### config.mk
export PLATFORM = sky130hd
export DESIGN_NAME = boron_key_sequencer
export DESIGN_NICKNAME = d
export VERILOG_FILES = /design/src/rtl/boron_key_sequencer.sv
export SDC_FILE = /design/constraint.sdc
export NUM_CORES = 1
export LEC_CHECK = 0
export CAP_MARGIN = 20
export CORE_MARGIN = 2
export CORE_UTILIZATION = 27
export DETAILED_ROUTE_END_ITERATION = 8
export GPL_TIMING_DRIVEN = 1
export PLACE_DENSITY_LB_ADDON = 0.2
export SYNTH_ARGS = -nofsm -noshare
export SYNTH_HDL_FRONTEND = slang
export SYNTH_SLANG_ARGS = --single-unit
export TNS_END_PERCENT = 20
### constraint.sdc
create_clock -name clk -period 2.5 [get_ports clk]
set_input_delay 0.25 -clock clk [delete_from_list [all_inputs] [get_ports clk]]
set_output_delay 0.25 -clock clk [all_outputs]
set_load 0.01 [all_outputs]
### src/rtl/boron_key_sequencer.sv
// Purpose : BORON key-schedule front end; loads an 80-bit master key and streams round keys K0..K[NUM_ROUNDS].
// Latency : K0 is valid the cycle after key acceptance; each later key the cycle after the previous transfer.
// Backpressure: rk_data/rk_index/rk_last hold while rk_valid && !rk_ready; key_ready is low for the whole run.
//
// Ports:
//   clk, rst            rising-edge clock, asynchronous active-high reset
//   key_in, key_valid   master key offer; taken in IDLE when abort is low
//   key_ready           high in IDLE only
//   abort               synchronous flush to IDLE (beats transfer and key load)
//   rk_data, rk_index,  round key (key_reg[63:0]), its round number and a
//   rk_last             flag marking the final key
//   rk_valid, rk_ready  round-key handshake
//   busy                high while a key is being sequenced
module boron_key_sequencer #(
    parameter int NUM_ROUNDS = 25,
    parameter int KEY_W      = 80,
    parameter int RK_W       = 64
) (
    input  logic             clk,
    input  logic             rst,
    input  logic [KEY_W-1:0] key_in,
    input  logic             key_valid,
    output logic             key_ready,
    input  logic             abort,
    output logic [RK_W-1:0]  rk_data,
    output logic [4:0]       rk_index,
    output logic             rk_last,
    output logic             rk_valid,
    input  logic             rk_ready,
    output logic             busy
);

    localparam logic [4:0] LAST_ROUND = 5'(NUM_ROUNDS);

    typedef enum logic {
        ST_IDLE = 1'b0,
        ST_RUN  = 1'b1
    } state_t;

    state_t           state;
    logic [KEY_W-1:0] key_reg;
    logic [4:0]       round;

    function automatic logic [3:0] sbox(input logic [3:0] x);
        logic [3:0] y;
        case (x)
            4'h0:    y = 4'hE;
            4'h1:    y = 4'h4;
            4'h2:    y = 4'hB;
            4'h3:    y = 4'h1;
            4'h4:    y = 4'h7;
            4'h5:    y = 4'h9;
            4'h6:    y = 4'hC;
            4'h7:    y = 4'hA;
            4'h8:    y = 4'hD;
            4'h9:    y = 4'h2;
            4'hA:    y = 4'h0;
            4'hB:    y = 4'hF;
            4'hC:    y = 4'h8;
            4'hD:    y = 4'h5;
            4'hE:    y = 4'h3;
            default: y = 4'h6;
        endcase
        return y;
    endfunction

    // Rotate left 13, substitute the low nibble, then mix the round number
    // into bits 63:59. The order matters: the S-box sees post-rotation bits.
    function automatic logic [79:0] key_upd(input logic [79:0] k, input logic [4:0] r);
        logic [79:0] t;
        t        = {k[66:0], k[79:67]};
        t[3:0]   = sbox(t[3:0]);
        t[63:59] = t[63:59] ^ r;
        return t;
    endfunction

    // Round key and index come straight from the working registers, so they
    // cannot change unless a transfer (or abort/reset) updates those registers.
    assign rk_data  = key_reg[RK_W-1:0];
    assign rk_index = round;

    always_ff @(posedge clk or posedge rst) begin
        if (rst) begin
            state     <= ST_IDLE;
            key_reg   <= '0;
            round     <= '0;
            rk_valid  <= 1'b0;
            rk_last   <= 1'b0;
            busy      <= 1'b0;
            key_ready <= 1'b1;
        end else if (abort) begin
            // key_reg is left alone; it is reloaded before it is shown again.
            state     <= ST_IDLE;
            round     <= '0;
            rk_valid  <= 1'b0;
            rk_last   <= 1'b0;
            busy      <= 1'b0;
            key_ready <= 1'b1;
        end else begin
            case (state)
                ST_IDLE: begin
                    if (key_valid) begin
                        state     <= ST_RUN;
                        key_reg   <= key_in;
                        round     <= '0;
                        rk_valid  <= 1'b1;
                        rk_last   <= (LAST_ROUND == 5'd0);
                        busy      <= 1'b1;
                        key_ready <= 1'b0;
                    end
                end
                ST_RUN: begin
                    if (rk_valid && rk_ready) begin
                        if (round == LAST_ROUND) begin
                            // Final key consumed; key_reg keeps K[last].
                            state     <= ST_IDLE;
                            rk_valid  <= 1'b0;
                            rk_last   <= 1'b0;
                            busy      <= 1'b0;
                            key_ready <= 1'b1;
                        end else begin
                            key_reg <= key_upd(key_reg, round);
                            round   <= round + 5'd1;
                            rk_last <= ((round + 5'd1) == LAST_ROUND);
                        end
                    end
                end
                default: begin
                    state     <= ST_IDLE;
                    rk_valid  <= 1'b0;
                    rk_last   <= 1'b0;
                    busy      <= 1'b0;
                    key_ready <= 1'b1;
                end
            endcase
        end
    end

endmodule

* Word level (Yosys, flattened, before mapping)
Memories as Yosys holds them, arrays and structs flattened.
Index checks and enable logic that the tools add are counted.
** Storage, ports and cells
- Word-level logic and storage cells :: 53
- Register bits after elaboration :: 89
- ROM bits :: 64
- Output and inout port bits :: 73
- Input port bits :: 85
- Memories :: 1
** Memories
- (no name shown) :: words 16, bits a word 4, read ports 1, clocked after memory_dff 0, wr ports 0, RTL line 46 : case (x)
** Operators by class
- Mux-type cells :: 28
- Reduce and logical (&&, ||, !) cells :: 5
- $add $sub $neg :: 1
- Bitwise gates (word level) :: 3
- Eq/ne operators :: 9
** Operators with widths (number)
- 2-to-1 mux 80 bit :: 3
- case mux 80 bit (2 select lines) :: 1
- 2-to-1 mux 5 bit :: 4
- 2-to-1 mux 1 bit :: 15
- equality test 5 bit, second input constant :: 2
- case mux 5 bit (2 select lines) :: 1
- case mux 1 bit (2 select lines) :: 4
- inequality test 3 x 2 -> 1 bit, second input constant :: 2
- inequality test 3 bit, second input constant :: 2
- AND reduction 3 bit :: 2
- adder 5 x 1 -> 5 bit, second input constant :: 1
- bitwise XOR 5 bit :: 1
- inequality test 2 bit, second input constant :: 2
- AND reduction 4 bit :: 1
- inequality test 2 x 1 -> 1 bit, second input constant :: 1
- inverter 1 bit :: 2
- AND reduction 2 bit :: 1
- logical AND 1 bit :: 1

* Longest topological paths before layout
Gate-level depths: netlist of run 1.
- Depth in word-level cells :: 6
- Gate-level depth with buffers :: 9
- Mapped depth without buffers :: 6

* Least setup slack after synthesis of run 1
OpenSTA, ideal clock, no wires.
- Kind :: register to register
- Start point :: register round[1], in the netlist rk_index[1]
- End point :: register key_reg[57]
- Cell stages (with the launch flop) :: 10
- Arrival :: 1642 ps
- Setup slack :: 732 ps
- Setup time :: 125 ps
- Buffers on the path :: 3
- Cells stage by stage :: dfrtp_1 > inv_1 > ha_1 > nand4b_4 > a21oi_4 > or2_1 > buf_6 > buf_6 > buf_6 > o21ai_2
** Between the ends
- Longest elaborated chain between the ends :: 3
** Ends and longest elaborated chain
- start, declared :: RTL line 42 : logic [4:0] round;
- start signal, assigned :: RTL line 123 : round <= round + 5'd1;
- equality test 5 bit :: RTL line 114 : if (round == LAST_ROUND) begin
- inequality test 2 bit (no line)
- AND reduction 4 bit (no line)
- end signal, assigned :: RTL line 104 : key_reg <= key_in;
- end signal, assigned :: RTL line 122 : key_reg <= key_upd(key_reg, round);
- end, declared :: RTL line 41 : logic [KEY_W-1:0] key_reg;
No other way between the ends.
A chain may end at the register's enable or synchronous reset.

* Worst setup path after layout of run 1
- Start point :: register round[1], in the netlist rk_index[1]
- End point :: register key_reg[10]
Same word-level chain as after synthesis.

==> metrics.txt, run 1 <==
status=finished, final reports clean; post-synthesis simple-gate area fraction=4.60%; most frequent cells in the layout=clkdlybuf4s50_1, o21ai_0, dfrtp_1; Reg clk slew, reported paths=about 0.060 ns; PwrDens=707 nW/um^2; Yosys cell types=between 40 and 50; I/O pins=158; first-pass GRT wire length=24,700 um; r2r startpoint=rk_index[1]; syn_nets=612; via count=4,004; area grow syn2layout=30.0%; total CTS buffers=9; final cycle utilization of the critical path=between 80 and 90%; Slew headroom=38.1%; Hold Fails Final Rpt=0; flop2flop setup slack=between 0.2 and 0.3 ns; Ys Warns=0; Leak=around 2.7 nW; adder-cell share of the synthesized area=between 1 and 1.5%; CP Cell Sequence=inv_1 > ha_1 > nand4b_4 > a21oi_4 > or2_4 > o21ai_0; reg2reg end=key_reg[10]; largest family of logic cells by synthesized area=compound AO/OA/AOI/OAI gates; IO Port Bufs=roughly 160; die span in y=142 um; multi-input logic area=~2200 sq um; TritonCTS Sinks=between 80 and 90; synthesized netlist cell count=522; Finished Core Util=35.8%; syn_area_per_cell=between 9 and 10 sq um; Tmin final=2.22 ns; drt pass-1 iters=5; CORE AREA=approximately 19,000 sq um; die area=20,200 sq um; filler instances=1,883; design area=6690 sq um; Seq/Total Area, Yosys=43.3%; Final ANT Viol Nets=0; Slew Viols, Final=0; Max Clock Freq=450 MHz; Critical-path top delay cell=or2_4; largest net degree at the start of global routing=80; row cnt=50; synthesized flop and latch total=89; xor/xnor share of the synthesized area=1.53%; grt ovf=0; vias per cell=4.80; Power Total=between 4 and 5 mW; post-cts gate resize count=0; final net count=684; Worst Path Arrival=2.39 ns; placed inst area=6430 sq um; clk root buf=clkbuf_16; setup total negative slack=0 ns; TritonCTS clock tree=done; Clock Latency Late Sink=0.34 ns; FF+latch area=between 2000 and 2500 sq um; critical path type=flip-flop to flip-flop; CTS max path bufs=2; Initial Util=27.5%; GRT Util Overall=16.1%; Hold Path Class=input port to asynchronous set/reset pin; Setup-failing EPs final=0; Largest register FFs=80; Req. time, crit path=2.67 ns; H-tree levels=3; post-synthesis mux area share=about 14%; initial antenna violation count=2; Worst VDD drop=0.294 mV; RD Place Congestion=~0.83; Die Wd=142 um; share of cells above drive strength 1=9.02%; CP max FO=78; DP Wirelength=roughly 12,000 um; area of the mapped netlist=5140 sq um; most common cell after layout, fill and taps aside=clkdlybuf4s50_1; compound-gate portion of the synthesized area=20.6%; Worst Setup Start Kind=flip-flop; slowest stage delay, CP=0.74 ns; actual slew at the worst max-slew pin=0.928 ns; drt first-iter violations=234; drt total wl=between 15,000 and 20,000 um; vias in the first global route=4,191; worst-case reg-to-reg path depth=6; WL per Instance=just under 20 um; Max-Cap Viols=0; Post-CTS Hold Buffers=0; Max Clock Skew=slightly below 0.007 ns; CP Capture Type=flip-flop; RSZ-0062 raised after global routing=no; Setup Buffers After CTS=0; DRC=0
-- routing by layer --
metal / vias up / global-route usage (%) / wire [um]
li1: 1912 / - / -
met1: 1953 / 22.2 / 7610
met2: 129 / 25.5 / 7400
met3: 10 / 4.41 / 951
met4: 0 / 3.32 / 146
met5: - / 0 / 0
-- worst max-delay path by stage --
stage                           start           to  slack (ns)  depth (start not counted)
after global placement       rk_ready  key_reg[25]        0.22                          5
after detailed placement     rk_ready  key_reg[10]        0.17                          5
final                     rk_index[1]  key_reg[10]        0.28                          6
after global routing      rk_index[1]  key_reg[10]        0.08                          6
after CTS                 rk_index[1]  key_reg[10]        0.24                          6
after floorplan           rk_index[1]  key_reg[57]        0.73                          9
-- Yosys cell counts (all sizes together) --
master | count | area (sq um)
a311o | 1 | 10.0
nor2b | 4 | 27.5
a211oi | 2 | 15.0
o31ai | 2 | 20.0
mux2 | 2 | 22.5
dfrtp | 88 | 2200
a21o | 1 | 7.51
mux2i | 72 | 721
ha | 5 | 62.6
nor3b | 1 | 7.51
o22ai | 2 | 12.5
nor2 | 7 | 26.3
buf | 81 | 599
a21oi | 4 | 31.3
dfstp | 1 | 26.3
o2111ai | 1 | 8.76
nand3b | 1 | 7.51
xnor2 | 6 | 52.6
nand2b | 1 | 6.26
xor2 | 3 | 26.3
nor3 | 1 | 5.00
a2bb2oi | 1 | 8.76
o21ai | 166 | 906
inv | 9 | 33.8
a31oi | 2 | 12.5
nand4b | 1 | 23.8
clkbuf | 26 | 104
and4b | 1 | 10.0
and3 | 2 | 17.5
o221ai | 1 | 8.76
o21bai | 1 | 7.51
nand4 | 1 | 6.26
nand2 | 19 | 71.3
nand3 | 3 | 15.0
or2 | 2 | 12.5
a32o | 1 | 10.0
-- stage by stage --
step	setup slack [ns]	hold slack, ns	instances
after floorplan	0.732	0.416	522
after global placement	0.216	0.483	817
after detailed placement	0.169	0.491	817
after CTS	0.242	0.279	833
after global routing	0.0847	0.315	833
final	0.277	0.278	835
-- worst max-delay path: cells and delay by family, from the launching register on --
| kind | cells | cell delay, ns |
|---|---|---|
| AOI/OAI and AO/OA | 2 | 0.44 |
| adders and majority gates | 1 | 0.20 |
| buffers and inverters | 1 | 0.08 |
| DFF | 1 | 0.39 |
| and+or+nand+nor | 2 | 0.88 |
-- kinds of logic (layout without fill, tap and decap cells) --
logic type,count (synthesis),in the layout
flops,89,89
fa+ha+maj,5,5
compound gates,185,185
mux,74,74
buf+inv,116,193
xor+xnor,9,9
other cells,0,2
simple gates,44,44
-- power by group --
group          leakage (nW)  internal, mW  switching [mW]
Clock                 0.122         0.676           0.544
Sequential             1.12          1.74           0.310
Combinational          1.46         0.799           0.662
-- area by class of cell --
type                       count  area share (%)
multi-input combinational    317            32.6
tap                          234            4.38
antenna                        2          0.0748
sequential                    89            33.4
clock buffer                  15            3.70
timing repair buffer         168            25.2
inverter                       9           0.561
clock inverter                 1          0.0748
Power figures use the tool's default switching activity.
==> run 2: changes to the inputs <==
- CTS_CLUSTER_DIAMETER: unset -> 200
==> results of run 2 <==
The final DEF is identical to that of run 1; final timing and power are the same.
==> variant 1, RTL diff (settings of run 1) <==
Make the reset (`rst`) synchronous in one clocked block. Comments in the files are not updated.
--- a/src/rtl/boron_key_sequencer.sv
+++ b/src/rtl/boron_key_sequencer.sv
@@ -79,7 +79,7 @@
     assign rk_data  = key_reg[RK_W-1:0];
     assign rk_index = round;
 
-    always_ff @(posedge clk or posedge rst) begin
+    always_ff @(posedge clk) begin
         if (rst) begin
             state     <= ST_IDLE;
             key_reg   <= '0;
Formal check against the unedited RTL: differs if rst is asserted again (counterexample within 4 cycles, from zero or initial values and one cycle with rst high); with rst held inactive, the same outputs for 4 cycles.
==> variant 1 against run 1 <==
  * Setup slack lost 150 ps
  * Sequential share of layout area shrank 5.0 points
  * Wire length shrank 7.4%
  * Die area shrank 4.4%
  * Highest routed layer unchanged
  * Sequential cell count grew 4
  * Clock skew is essentially flat
  * Synthesized area shrank 4.5%
  * Design area shrank 1.3%
  * Worst hold slack lost 61 ps
  * Largest cell class is now multi-input combinational cells
Power is not compared: it rests on default switching activity, and its combinational part moved more than twofold at a synthesized area within 25%.
==> variant 1: results (changes against run 1) <==
[run_status]
status=completed

[setup_path]
crit_path_top_delay_cell=o31a_4
r2r_cells=10  ; +4
cp_max_fo=6  ; -92%
critical-path-max-stage-delay_ps=360  ; -380 ps
arrival_ps=2650  ; +260 ps
reg2reg_from=rk_index[1]

[global_routing]
grt_use_met3_pct=5.59  ; +1.2 points
track_usage_pct=15.5  ; -0.61 points
grtUsageMet2_pct=24.5  ; -0.98 points
grt_pass1_vias=3960  ; -5.5%
antenna_found_initial=0  ; -2
grt_pass1_wl_mm=23.1  ; -6.4%

[route]
wl_met1_mm=7.02  ; -7.7%
met2_length_mm=6.84  ; -7.6%
wirelength_mm=14.9  ; -7.4%
vias=3948  ; -1.4%
firstDrtPassIters=4  ; -1
drt_iter0_drc=186  ; -21%
vias_per_cell=4.61  ; -3.9%

[placed_design]
pre_cts_ws_ps=-29.8  ; -199 ps
place_inst=840  ; +2.8%
hpwl_mm=11.2  ; -4.4%
place_area_um2=6280  ; -2.4%

[final_layout]
drive_gt1_share_pct=7.66  ; -1.4 points
final_nets=712  ; +4.1%

[yosys]
syn-num-nets=633  ; +3.4%
synth_xor_area_share_pct=1.78  ; +0.25 points
synthArstFlopShare_pct=0  ; -100 points
seq_area_frac_synth_pct=37.9  ; -5.4 points
synth_area_leaders=dfxtp_1 38%, mux2i_1 15%, a211oi_1 11%, buf_4 10%, nor2_1 6.6%
synthDistinctLibCells=40  ; -15%
synth-compound-area-share_pct=16.5  ; -4.1 points
ys_top_cells_by_count=93 x dfxtp_1, 87 x nor2_1, 76 x mux2i_1, 74 x a211oi_1, 67 x buf_4
synth_ff_type=dfxtp_1
synth_adder_area_share_pct=1.27  ; +0.057 points
syn_inst=543  ; +4.0%

[clock_network]
post_cts_buffers=0  ; unchanged

[timing]
fin_worst_skew_ps=7.17  ; +0.432 ps
fin_ws_ps=126  ; -151 ps

[min_path]
hold_path_class=in2reg

variant 1: changes by cell type after synthesis, sizes merged, moves of 10 or more:
| cell | before | now |
|---|---|---|
| a21oi | 4 | 16 |
| buf | 81 | 91 |
| o21ai | 166 | 5 |
| nor2 | 7 | 87 |
| a211oi | 2 | 75 |
| clkbuf | 26 | 15 |
| dfrtp | 88 | 0 |
| dfxtp | 0 | 93 |
variant 1: layout make-up:
| class | count | area (um^2) | share of cell area, % |
|---|---|---|---|
| Clock buffer | 13 | 270 | 4.09 |
| Clock inverter | 3 | 42.5 | 0.644 |
| Inverter | 6 | 22.5 | 0.341 |
| Sequential cell | 93 | 1870 | 28.3 |
| Antenna cell | 1 | 2.50 | 0.0379 |
| Multi-Input combinational cell | 338 | 2390 | 36.1 |
| Timing Repair Buffer | 174 | 1720 | 26.1 |
| Tap cell | 229 | 287 | 4.34 |
variant 1: worst min path at each step:
| stage | slack, ps | from | to |
|---|---|---|---|
| 2_1_floorplan | 410 | key_valid | state |
| 3_3_place_gp | 460 | rk_last | rk_last |
| 3_5_place_dp | 470 | key_reg[62] | key_reg[62] |
| 4_1_cts | 210 | rst | key_reg[67] |
| 5_1_grt | 220 | rst | key_reg[67] |
| 6_report | 220 | rst | key_reg[67] |
variant 1: worst max-delay path, delay by kind of cell (launching register included):
kind / cells / cell delay [ps]
compound gates: 4 / 890
simple gates: 3 / 580
fa+ha+maj: 2 / 440
flops: 1 / 340
buf+inv: 1 / 50
variant 1: power groups by stage:
stage	Sequential [uW]	Combinational (uW)	Clock, uW
4_1_cts	1680	733	1490
5_1_grt	1690	789	1560
3_5_place_dp	1710	729	0
2_1_floorplan	1670	464	0
6_report	1680	724	1450
3_3_place_gp	1710	721	0
==> variant 2, RTL diff (flow settings as in run 1) <==
Without the edit above. The parameter `NUM_ROUNDS` goes from 25 to 12.
--- a/src/rtl/boron_key_sequencer.sv
+++ b/src/rtl/boron_key_sequencer.sv
@@ -12,7 +12,7 @@
 //   rk_valid, rk_ready  round-key handshake
 //   busy                high while a key is being sequenced
 module boron_key_sequencer #(
-    parameter int NUM_ROUNDS = 25,
+    parameter int NUM_ROUNDS = 12,
     parameter int KEY_W      = 80,
     parameter int RK_W       = 64
 ) (
Check against the original RTL: same outputs for any inputs over 4 cycles, from zero or initial values and one cycle with rst high; that may be too few to reach the edited logic, so the function may still have changed.
==> variant 2 against run 1 <==
  * The flow now finishes with violations (DRC)
  * Design area shrank 0.75%
  * Synthesized area shrank 2.8%
  * Setup slack gained 39 ps
  * Power grew 2.5%
  * Highest routed layer unchanged
  * Final cell count shrank 0.48%
  * Sequential cell count is the same
  * Clock skew grew 3.9 ps
  * Wire length grew 1.6%
  * Synthesized cell count is the same
  * Sequential share of layout area grew 0.25 points
==> variant 2: results (changes against run 1) <==
[timing]
holdWs_ps=352  ; +73.9 ps
fin_worst_skew_ps=10.7  ; +3.93 ps

[final_layout]
drive_gt1_share_pct=6.31  ; -2.7 points
num_antenna_cells=0  ; -2
final_nets=687  ; +0.44%

[setup_path]
critical-path-max-stage-delay_ps=610  ; -130 ps
crit_path_top_delay_cell=buf_4
r2r_cells=7  ; +1
path_delay_family=buffers and inverters
cp-endpoint=key_reg[28]
cp_max_fo=82  ; +5.1%
arrival_ps=2440  ; +50 ps
critPathLaunch=rk_index[0]

[yosys]
synthDistinctLibCells=39  ; -17%
ys_top_cells_by_count=163 x o21ai_0, 88 x dfrtp_1, 71 x mux2i_1, 66 x buf_4, 32 x clkbuf_1
seq_area_frac_synth_pct=44.6  ; +1.3 points
synth_area_leaders=dfrtp_1 44%, o21ai_0 16%, mux2i_1 14%, buf_4 9.9%, clkbuf_1 2.4%

[global_routing]
track_usage_pct=16.8  ; +0.69 points
grt_use_met1_pct=23.6  ; +1.4 points
antenna_found_initial=0  ; -2
grt_use_met3_pct=3.93  ; -0.48 points
grtUsageMet2_pct=25.9  ; +0.40 points
grt_max_degree=91  ; +14%
grt_pass1_wl_mm=25.1  ; +1.7%

[route]
drt_iter0_drc=374  ; +60%
vias=4119  ; +2.9%
vias_per_cell=4.96  ; +3.4%
wl_met3_um=968  ; +1.8%
wl_met1_mm=7.55  ; -0.68%
firstDrtPassIters=7  ; +2
drc_errors=10  ; +10
routedWlPerCell_um=19.7  ; +2.1%
met2_length_mm=7.55  ; +2.0%

[power_and_ir_drop]
comb_power_share_pct=29.8  ; -1.1 points
p_int_uw=3230  ; +0.73%
peakVddDrop_uv=365  ; +24%
p_leak_uw=0.00260  ; -3.6%
top_power_group=sequential cells

[run_status]
violations=DRC
status=complete, but fails checks

[placed_design]
place_area_um2=6350  ; -1.3%
place_inst=815  ; -0.24%

-- variant 2: cell types whose count changed after synthesis, moves of 3 or more --
| cell | before | now |
|---|---|---|
| clkbuf_1 | 21 | 32 |
| nand2_1 | 19 | 7 |
| a21oi_1 | 3 | 12 |
| o21ai_2 | 20 | 0 |
| o21ai_0 | 145 | 163 |
| nor2b_1 | 3 | 0 |
| buf_2 | 8 | 3 |
| nor2_1 | 7 | 14 |
| clkbuf_2 | 5 | 0 |
-- variant 2: cell families after synthesis --
family	Yosys count	share of synthesized area, %
XOR/XNOR	7	1.23
adder cells (fa/ha/maj)	5	1.25
multiplexers	71	14.2
buffers and inverters	116	14.3
AO/OA/AOI/OAI	194	20.5
flip-flops	89	44.6
AND/OR/NAND/NOR	40	3.93
-- variant 2: area by class of cell --
cell class                      count  share of cell area, %
Clock buffer                       10                   3.60
Inverter                            8                  0.509
Clock inverter                      6                  0.754
Tap cell                          229                   4.32
Sequential cell                    89                   33.6
Timing Repair Buffer              172                   26.2
Multi-Input combinational cell    317                   31.0
